$ cat config.mk
export PLATFORM = sky130hd
export DESIGN_NAME = microwave_countdown_timer
export DESIGN_NICKNAME = d
export VERILOG_FILES = /design/src/rtl/microwave_countdown_timer_pkg.sv /design/src/rtl/microwave_countdown_timer_bcd_down_digit.sv /design/src/rtl/microwave_countdown_timer.sv
export SDC_FILE = /design/constraint.sdc
export NUM_CORES = 1
export LEC_CHECK = 0
export BUFFER_PORTS_ARGS = -buffer_cell sky130_fd_sc_hd__buf_2
export CORE_MARGIN = 2
export CORE_UTILIZATION = 35
export DETAILED_ROUTE_END_ITERATION = 8
export GPL_TIMING_DRIVEN = 0
export PLACE_DENSITY_LB_ADDON = 0.15
export SYNTH_ARGS = -nofsm -noshare
export SYNTH_HDL_FRONTEND = slang
export SYNTH_SLANG_ARGS = --single-unit
$ cat constraint.sdc
create_clock -name clk -period 2.25 [get_ports clk]
set_input_delay 0.675 -clock clk [delete_from_list [all_inputs] [get_ports clk]]
set_output_delay 0.675 -clock clk [all_outputs]
set_load 0.05 [all_outputs]
$ cat src/rtl/microwave_countdown_timer_pkg.sv
// Shared types and constants for the microwave MM:SS countdown timer.
package microwave_countdown_timer_pkg;

  localparam int unsigned MinWidth     = 4;
  localparam int unsigned SecTensWidth = 3;
  localparam int unsigned SecOnesWidth = 4;

  localparam int unsigned SecTensMax = 5;
  localparam int unsigned DigitMax   = 9;

  typedef enum logic [2:0] {
    StIdle    = 3'd0,
    StLoaded  = 3'd1,
    StRunning = 3'd2,
    StPaused  = 3'd3,
    StDone    = 3'd4
  } state_e;

endpackage

$ cat src/rtl/microwave_countdown_timer_bcd_down_digit.sv
// One loadable down-counting digit; wraps 0 -> MODULUS-1 and flags a borrow on that step.
module microwave_countdown_timer_bcd_down_digit #(
  parameter int unsigned MODULUS = 10,
  parameter int unsigned Width   = 4
) (
  input  logic             clk,
  input  logic             rst,
  input  logic             load,
  input  logic [Width-1:0] load_val,
  input  logic             dec,
  output logic [Width-1:0] value,
  output logic             is_zero,
  output logic             borrow_out
);

  logic [Width-1:0] value_q, value_d;

  assign is_zero    = (value_q == '0);
  assign borrow_out = dec && is_zero;
  assign value      = value_q;

  always_comb begin
    value_d = value_q;
    if (load) begin
      value_d = load_val;
    end else if (dec) begin
      value_d = is_zero ? Width'(MODULUS - 1) : value_q - Width'(1);
    end
  end

  always_ff @(posedge clk or posedge rst) begin
    if (rst) begin
      value_q <= '0;
    end else begin
      value_q <= value_d;
    end
  end

endmodule

$ cat src/rtl/microwave_countdown_timer.sv
// MM:SS countdown timer: load/start/pause/cancel control with a 1 Hz BCD borrow chain.
module microwave_countdown_timer
  import microwave_countdown_timer_pkg::*;
#(
  parameter int unsigned MAX_MIN = 9
) (
  input  logic                    clk,
  input  logic                    rst,
  input  logic                    tick,
  input  logic                    load,
  input  logic [MinWidth-1:0]     min_in,
  input  logic [SecTensWidth-1:0] sec_tens_in,
  input  logic [SecOnesWidth-1:0] sec_ones_in,
  input  logic                    start,
  input  logic                    pause,
  input  logic                    cancel,
  output logic [MinWidth-1:0]     min_bcd,
  output logic [SecTensWidth-1:0] sec_tens,
  output logic [SecOnesWidth-1:0] sec_ones,
  output logic                    running,
  output logic                    done
);

  state_e state_q, state_d;

  logic [MinWidth-1:0]     min_clamp, min_ld;
  logic [SecTensWidth-1:0] tens_clamp, tens_ld;
  logic [SecOnesWidth-1:0] ones_clamp, ones_ld;
  logic                    digit_load, dec_en;
  logic                    ones_zero, tens_zero, min_zero;
  logic                    ones_borrow, tens_borrow, unused_min_borrow;
  logic                    value_nonzero, value_is_one, clamp_nonzero;

  assign min_clamp  = (min_in > MinWidth'(MAX_MIN)) ? MinWidth'(MAX_MIN) : min_in;
  assign tens_clamp = (sec_tens_in > SecTensWidth'(SecTensMax)) ?
                      SecTensWidth'(SecTensMax) : sec_tens_in;
  assign ones_clamp = (sec_ones_in > SecOnesWidth'(DigitMax)) ?
                      SecOnesWidth'(DigitMax) : sec_ones_in;

  assign clamp_nonzero = (min_clamp != '0) || (tens_clamp != '0) || (ones_clamp != '0);
  assign value_nonzero = !(ones_zero && tens_zero && min_zero);
  assign value_is_one  = (sec_ones == SecOnesWidth'(1)) && tens_zero && min_zero;

  // Strict priority: the highest asserted input owns the cycle even if it is ignored.
  always_comb begin
    state_d    = state_q;
    digit_load = 1'b0;
    dec_en     = 1'b0;
    min_ld     = min_clamp;
    tens_ld    = tens_clamp;
    ones_ld    = ones_clamp;
    if (cancel) begin
      state_d    = StIdle;
      digit_load = 1'b1;
      min_ld     = '0;
      tens_ld    = '0;
      ones_ld    = '0;
    end else if (load) begin
      if (state_q != StRunning) begin
        digit_load = 1'b1;
        state_d    = clamp_nonzero ? StLoaded : StIdle;
      end
    end else if (pause) begin
      if (state_q == StRunning) state_d = StPaused;
    end else if (start) begin
      if ((state_q == StLoaded || state_q == StPaused) && value_nonzero) begin
        state_d = StRunning;
      end
    end else if (tick) begin
      if (state_q == StRunning && value_nonzero) begin
        dec_en = 1'b1;
        if (value_is_one) state_d = StDone;
      end
    end
  end

  always_ff @(posedge clk or posedge rst) begin
    if (rst) begin
      state_q <= StIdle;
    end else begin
      state_q <= state_d;
    end
  end

  assign running = (state_q == StRunning);
  assign done    = (state_q == StDone);

  microwave_countdown_timer_bcd_down_digit #(
    .MODULUS(DigitMax + 1),
    .Width  (SecOnesWidth)
  ) u_ones (
    .clk       (clk),
    .rst       (rst),
    .load      (digit_load),
    .load_val  (ones_ld),
    .dec       (dec_en),
    .value     (sec_ones),
    .is_zero   (ones_zero),
    .borrow_out(ones_borrow)
  );

  microwave_countdown_timer_bcd_down_digit #(
    .MODULUS(SecTensMax + 1),
    .Width  (SecTensWidth)
  ) u_tens (
    .clk       (clk),
    .rst       (rst),
    .load      (digit_load),
    .load_val  (tens_ld),
    .dec       (ones_borrow),
    .value     (sec_tens),
    .is_zero   (tens_zero),
    .borrow_out(tens_borrow)
  );

  microwave_countdown_timer_bcd_down_digit #(
    .MODULUS(MAX_MIN + 1),
    .Width  (MinWidth)
  ) u_min (
    .clk       (clk),
    .rst       (rst),
    .load      (digit_load),
    .load_val  (min_ld),
    .dec       (tens_borrow),
    .value     (min_bcd),
    .is_zero   (min_zero),
    .borrow_out(unused_min_borrow)
  );

endmodule

* Word-level counts from Yosys, hierarchy flattened
Index checks and enable logic that the tools add are counted.
** Cells by class
- $add $sub $neg :: 3
- Eq/ne operators :: 9
- Order comparisons :: 3
- Reductions and logical operators :: 25
- Muxes and demuxes :: 35
** Operator list (count)
- 3-bit two-way mux :: 15
- 4-bit two-way mux :: 10
- 5-bit nonzero test :: 3
- 1-bit two-way mux :: 10
- 4-bit > comparator (second input constant) :: 2
- 1-bit logical AND :: 8
- 4-bit zero test :: 2
- 4-bit nonzero test :: 2
- 4-bit by 1-bit subtractor with 4-bit output (second input constant) :: 2
- 3-bit by 2-bit equality test with 1-bit output (second input constant) :: 2
- 6-bit AND reduction :: 1
- 2-bit nonzero test :: 3
- 5-bit by 2-bit inequality test with 1-bit output (second input constant) :: 1
- 4-bit by 1-bit equality test with 1-bit output (second input constant) :: 1
- 4-bit by 2-bit inequality test with 1-bit output (second input constant) :: 1
- 3-bit by 1-bit equality test with 1-bit output (second input constant) :: 1
- 3-bit equality test (second input constant) :: 1
- 3-bit > comparator (second input constant) :: 1
- 3-bit zero test :: 1
- 1-bit logical OR :: 3
- 3-bit by 1-bit inequality test with 1-bit output (second input constant) :: 1
- 3-bit by 2-bit inequality test with 1-bit output (second input constant) :: 1
- 3-bit nonzero test :: 1
- 3-bit by 1-bit subtractor with 3-bit output (second input constant) :: 1
- 1-bit zero test :: 1
** Word-level totals
- Output and inout bits :: 13
- Flip-flop bits (word level) :: 14
- Input port bits :: 18
- Word-level logic and storage cells :: 79

* Longest topological paths before layout
Gate-level depths: netlist (run 1).
- Depth after elaboration :: 15
- Depth in mapped cells :: 6
- Gate-level depth less buffers :: 5

* Modules after synthesis
Synthesis (run 1) repeated with hierarchy kept, for this count alone.
** Unflattened totals
- Cells, all modules :: 124
- Area, all modules :: 1038.5 µm²
** By module, submodules not included
- microwave_countdown_timer_bcd_down_digit at u_min ... :: area an instance 235.2 µm², times used 2, cells an instance 24, sequential area each 100.1 µm²
- microwave_countdown_timer :: area an instance 380.4 µm², times used 1, cells an instance 54, sequential area each 75.1 µm²
- microwave_countdown_timer_bcd_down_digit at u_tens :: area an instance 187.7 µm², times used 1, cells an instance 22, sequential area each 75.1 µm²

* Least setup slack after synthesis (run 1)
No wires, ideal clock.
- Path kind :: input-to-reg
- Start point :: input port cancel
- End point :: register u_min.value_q[3] (netlist: u_min.value[3])
- Data required time :: 2128 ps
- Path slack :: 95 ps
- Stages :: 5
- Data arrival time :: 2033 ps
- Path buffers :: 1
- Setup time :: 122 ps
- Cells stage by stage :: buf_6 -> nor4_4 -> nand4_2 -> or4_1 -> a32o_1
** On the way
- Word-level cells in the longest chain between the ends :: 4
- Elaborated cells between the ends (all ways) :: 7
- Classes of those cells :: mux: 4; reduce/logical: 3
** RTL lines
- from (decl) :: line microwave_countdown_timer.sv:16 : input logic cancel,
- 1-bit two-way mux :: line microwave_countdown_timer.sv:52 : if (cancel) begin
- 1-bit logical AND (2 in series) :: line microwave_countdown_timer_bcd_down_digit.sv:19 : assign borrow_out = dec && is_zero;
- 2-bit nonzero test (no line)
- to (signal assigned) :: line microwave_countdown_timer_bcd_down_digit.sv:35 : value_q <= value_d;
- to (decl) :: line microwave_countdown_timer_bcd_down_digit.sv:16 : logic [Width-1:0] value_q, value_d;
Several ways; a longest one is shown, not always the timed one.
A chain may end at the register's enable or synchronous reset.

* Final worst setup path (run 1)
- Start point :: register state_q[2]
- End point :: output port running
** On the way
- Word-level cells in the longest chain between the ends :: 1
** RTL lines
- from (decl) :: line microwave_countdown_timer.sv:24 : state_e state_q, state_d;
- from (signal assigned) :: line microwave_countdown_timer.sv:79 : state_q <= StIdle;
- from (signal assigned) :: line microwave_countdown_timer.sv:81 : state_q <= state_d;
- 3-bit by 2-bit equality test with 1-bit output :: line microwave_countdown_timer.sv:85 : assign running = (state_q == StRunning);
- to (decl) :: line microwave_countdown_timer.sv:20 : output logic running,
No other way between the ends.

==> impl_metrics.ini, run 1 <==
[sta]
hold_violations = 0
skew_ps = 9.36
worst_pin_slew_ps = 732
setup_ws_ps = 40.9
period_share = 0.982
relSlewSlack = 0.505
period_minus_slack_ps = 2210
fmax_mhz = 453
report.final.slew_viol_count = 0
finalSetupViolCount = 0
grt_setup_unrepaired = no

[drt]
post-route-drc-count = 0
wire_per_inst_um = 15.1
drtPass1Iterations = 4
drtIter0Drc = 97
via_count = 1222
via_per_inst = 5.76
ant_nets = 0
wl_um = 3210

[floorplan]
rows = 20
fp.dieW_um = 61.4
floorplan.initialDensity = 0.371
fp.dieH_um = 61.4
die-area_um2 = 3770
core-area_um2 = 3100
ios = 31

[layout]
syn_to_final_growth_pct = 22.8
diodes = 0
final_cell_mix = buf_2 (29), dfrtp_1 (13), inv_1 (9), o21ai_0 (9)
fillers = 335
seqCellArea_um2 = 352
instances_no_fill = 212
multi_input_area_um2 = 719
drive_gt1_frac = 0.292
layout_commonest_cell = buf_2
nets = 187

[critical_path]
worstPathCellList = or3b_1 -> buf_4 -> inv_4 -> buf_8
worst-path-buf-inv = 3
worstReg2RegEnd = u_min.value[3]
crit_arrival_ps = 1530
cp.depth = 4
r2r_slack_ps = 170
reg2regPathDepth = 4
slowest_delay_ps = 450
cp.required_ps = 1570
path_class = flip-flop to output port
crit_path_end_kind = output port
cp-startpoint = state_q[2]
critPathLaunchType = flip-flop
r2r_start = u_tens.value[0]
path_delay_family = flip-flops
slowest_stage = dfrtp_2
cp_max_fo = 6
critPathCapture = running

[placed_design]
gp_congestion = 0.777
io_buffers = 28
hpwl_um = 2410
dpl_worst_slack_ps = -139
placed_cells = 206

[cts]
cts_root_buf = clkbuf_4
cts_sinks = 14
clk_pin_slew_ps = 100
cts_hold_buf = 0
numCtsBuffers = 3
cts.path.max_buffers = 2
cts_tree = yes
htree_levels = 1
insertion_delay_ps = 300

[logic_synthesis]
synth_top_area_frac = 0.304
synth_seq_cells = 14
yosys-top-cells-area = dfrtp_1 (30%), o21ai_0 (3.9%), nor4_4 (3.7%)
syn_nets = 152
syn_area_um2 = 1150
yosys.cell_types.count = 50
synth_top_area_cell = dfrtp_1
synth_async_sr_flop_share = 1.00
yosysSeqAreaShare = 0.304
synth-edff-count = 0
syn_inst = 134
ys_warn_count = 0
synth_ff_type = dfrtp_1
syn_area_per_cell_um2 = 8.60

[grt]
grt_max_degree = 15
antenna_found_initial = 0
grt_usage = 0.187
grt-ovfl-total = 0
first_global_vias = 1148
grt_pass1_wl_um = 5250

[power_and_ir_drop]
power.density_nw_per_um2 = 601
ir_worst_vdd_v = 0.000283
leakage_nw = 0.614
total_power_uw = 851

[job]
maxCapViolCount = 0

[outcome]
outcome = completed

[hold_path]
hp-class = input pin to async pin
power by group:
group	switching (mW)	internal, mW
Clock	0.0981	0.0989
Combinational	0.221	0.116
Sequential	0.0393	0.277
per-layer routing:
metal / share of wire / wire length, um / vias to the layer above / track usage
met5: 0 / 0 / - / 0
met4: 0.016 / 51 / 0 / 0.0729
met2: 0.48 / 1520 / 28 / 0.302
li1: - / - / 599 / -
met1: 0.47 / 1510 / 590 / 0.254
met3: 0.037 / 118 / 5 / 0.0252
what timing repair did:
item,in CTS,in global routing
endpoints found under the setup margin,1,1
setup buffers,0,2
pin swaps,0,0
resized for setup,4,4
worst min-delay path by stage:
stage / slack [ps] / endpoint / cells past startpoint
3_3_place_gp: 550 / state_q[0] / 2
4_1_cts: 440 / u_ones.value[3] / 2
3_5_place_dp: 570 / state_q[0] / 2
5_1_grt: 460 / u_ones.value[0] / 2
2_1_floorplan: 520 / state_q[0] / 2
6_report: 410 / u_ones.value[3] / 2
worst register-to-register path, stage by stage, from the launching register on:
cell and delay, ps:
dfrtp_1 450, nor3_1 610, nand4_2 210, or4_1 440
a32o_1 260
cells in the mapped netlist (2+ instances only):
| cell | n |
|---|---|
| or4_1 | 2 |
| a31oi_1 | 3 |
| nor4_1 | 2 |
| o21ai_0 | 9 |
| buf_2 | 3 |
| nor2b_1 | 2 |
| nand3_1 | 7 |
| buf_6 | 2 |
| nor3_1 | 8 |
| a22oi_1 | 3 |
| dfrtp_1 | 14 |
| nor4_4 | 2 |
| nand2_1 | 4 |
| or3_1 | 2 |
| nand3b_1 | 2 |
| o311ai_0 | 3 |
| nor4b_1 | 3 |
| inv_1 | 10 |
| a211oi_1 | 4 |
| a21oi_1 | 3 |
| nand2b_1 | 2 |
| nor2_1 | 8 |
| and4_1 | 2 |
| a32o_1 | 2 |
| a32oi_1 | 3 |
| clkbuf_1 | 2 |
| nand4_1 | 3 |
| o21a_1 | 2 |
sequential cells by signal (all words and copies together) (netlist names):
| register | count |
|---|---|
| state_q | 3 |
| u_min.value | 4 |
| u_ones.value | 4 |
| u_tens.value | 3 |
cell type report:
cell class,instances,share of cell area
inverter,10,0.0283
sequential,14,0.248
buffer,7,0.0336
tap,44,0.0389
clock buffer,4,0.0256
multi-input combinational,103,0.508
timing repair buffer,30,0.117
logic make-up after synthesis:
family | synth area share
simple gates | 0.326
compound gates | 0.280
buf+inv | 0.0717
flops | 0.304
mux | 0.0185
per-stage QoR:
step                hold slack, ps  instance area, um2   util  TNS [ps]
floorplan                      524                1150      -         0
global placement               554                1350  0.434      -145
detailed placement             570                1350  0.434      -139
CTS                            437                1390  0.448         0
global route                   463                1420  0.456         0
finish                         406                1420  0.456         0
No activity file was read; power rests on OpenSTA's default activity.
==> run 2: changes to the inputs <==
--- a/config.mk
+++ b/config.mk
@@ -6,7 +6,7 @@
 export NUM_CORES = 1
 export LEC_CHECK = 0
 export BUFFER_PORTS_ARGS = -buffer_cell sky130_fd_sc_hd__buf_2
-export CORE_MARGIN = 2
+export CORE_MARGIN = 3
 export CORE_UTILIZATION = 35
 export DETAILED_ROUTE_END_ITERATION = 8
 export GPL_TIMING_DRIVEN = 0
==> impl_metrics.ini, run 2 (same netlist as run 1, synthesis figures left out) <==
[outcome]
outcome = completed

[cts]
htree_levels = 1
cts.path.max_buffers = 2
cts_sinks = 14
cts_root_buf = clkbuf_4
cts_tree = yes
insertion_delay_ps = 290
numCtsBuffers = 3
cts_hold_buf = 0
clk_pin_slew_ps = 100

[sta]
report.final.slew_viol_count = 0
grt_setup_unrepaired = no
fmax_mhz = 461
period_minus_slack_ps = 2170
period_share = 0.965
finalSetupViolCount = 0
fin_setup_tns_ps = 0
skew_ps = 7.46
hold_violations = 0
relSlewSlack = 0.468
hold_ws_ps = 422
setup_ws_ps = 79.4
worst_pin_slew_ps = 787

[grt]
first_global_vias = 1189
grt_max_degree = 15
grt_usage = 0.166
grt-ovfl-total = 0
antenna_found_initial = 0
grt_pass1_wl_um = 5450

[hold_path]
hp-class = input pin to async pin

[drt]
ant_nets = 0
via_count = 1250
wl_um = 3240
drtIter0Drc = 76
drtPass1Iterations = 4
wire_per_inst_um = 15.4
via_per_inst = 5.92
post-route-drc-count = 0

[power_and_ir_drop]
power.density_nw_per_um2 = 600
intPower_uw = 491
combPwrFrac = 0.398
pwr-share-clk = 0.228
ir_worst_vdd_v = 0.000268
pwr-share-seq = 0.374
switchingPower_uw = 356
leakage_nw = 0.610
p_sw_frac = 0.420
total_power_uw = 847

[layout]
final_cell_mix = buf_2 (29), dfrtp_1 (13), inv_1 (9), o21ai_0 (9)
fin_util = 0.455
stdcell_area_um2 = 1410
nets = 186
layout_commonest_cell = buf_2
syn_to_final_growth_pct = 22.5
drive_gt1_frac = 0.287
diodes = 0
instances_no_fill = 211

[floorplan]
floorplan.initialDensity = 0.371
fp.dieW_um = 63.4
ios = 31
core-area_um2 = 3100
rows = 20
fp.dieH_um = 63.4
die-area_um2 = 4020

[critical_path]
critPathLaunchType = flip-flop
crit_path_end_kind = output port
reg2regPathDepth = 4
cp.required_ps = 1570
path_class = flip-flop to output port
cp_max_fo = 6
crit_arrival_ps = 1500

[job]
maxCapViolCount = 0

[placed_design]
placed_area_um2 = 1350
io_buffers = 28
placed_cells = 206
dpl_worst_slack_ps = -143
hpwl_um = 2410
gp_congestion = 0.777
## run 2: cell type report
class,count,area (um2)
multi-input cells,103,719
clock buffers,4,36.3
inverters,10,40.0
well taps,44,55.1
fillers,332,1690
flip-flops and latches,14,352
plain buffers,7,51.3
repair buffers,29,158
## run 2: worst paths after layout
kind / from / endpoint / slack, ps
worst max-delay path: state_q[2] / running / 80
min in group clk: u_tens.value[1] / u_tens.value[1] / 610
max in group asynchronous: rst / state_q[2] / 1400
worst min register to register: u_tens.value[1] / u_tens.value[1] / 610
worst max register to register: u_tens.value[0] / u_min.value[3] / 140
worst min-delay path: rst / u_ones.value[0] / 420
## run 2: routing by layer
metal | part of all wire | vias up | GRT usage | routed length [um]
li1 | - | 600 | - | -
met2 | 0.49 | 53 | 0.287 | 1580
met1 | 0.45 | 594 | 0.214 | 1460
met4 | 0.0059 | 0 | 0.0431 | 19
met3 | 0.058 | 3 | 0.0250 | 189
met5 | 0 | - | 0 | 0
## run 2: what timing repair did
item	in CTS	in global routing
buffers inserted	0	1
resized for setup	4	5
hold endpoints to repair	0	0
endpoints found under the setup margin	1	1
gates cloned	0	0
## run 2: worst max-delay path: stages (launching register included)
cell and delay, ps:
dfrtp_2 450, or3b_1 400, buf_6 150, inv_4 70, buf_8 140
## run 2: power by group through the flow
stage / Combinational (mW) / Sequential [mW] / Clock (mW)
after global placement: 0.320 / 0.319 / 0
final: 0.337 / 0.317 / 0.193
after CTS: 0.329 / 0.316 / 0.195
after global routing: 0.365 / 0.322 / 0.213
after detailed placement: 0.324 / 0.321 / 0
after floorplan: 0.171 / 0.385 / 0
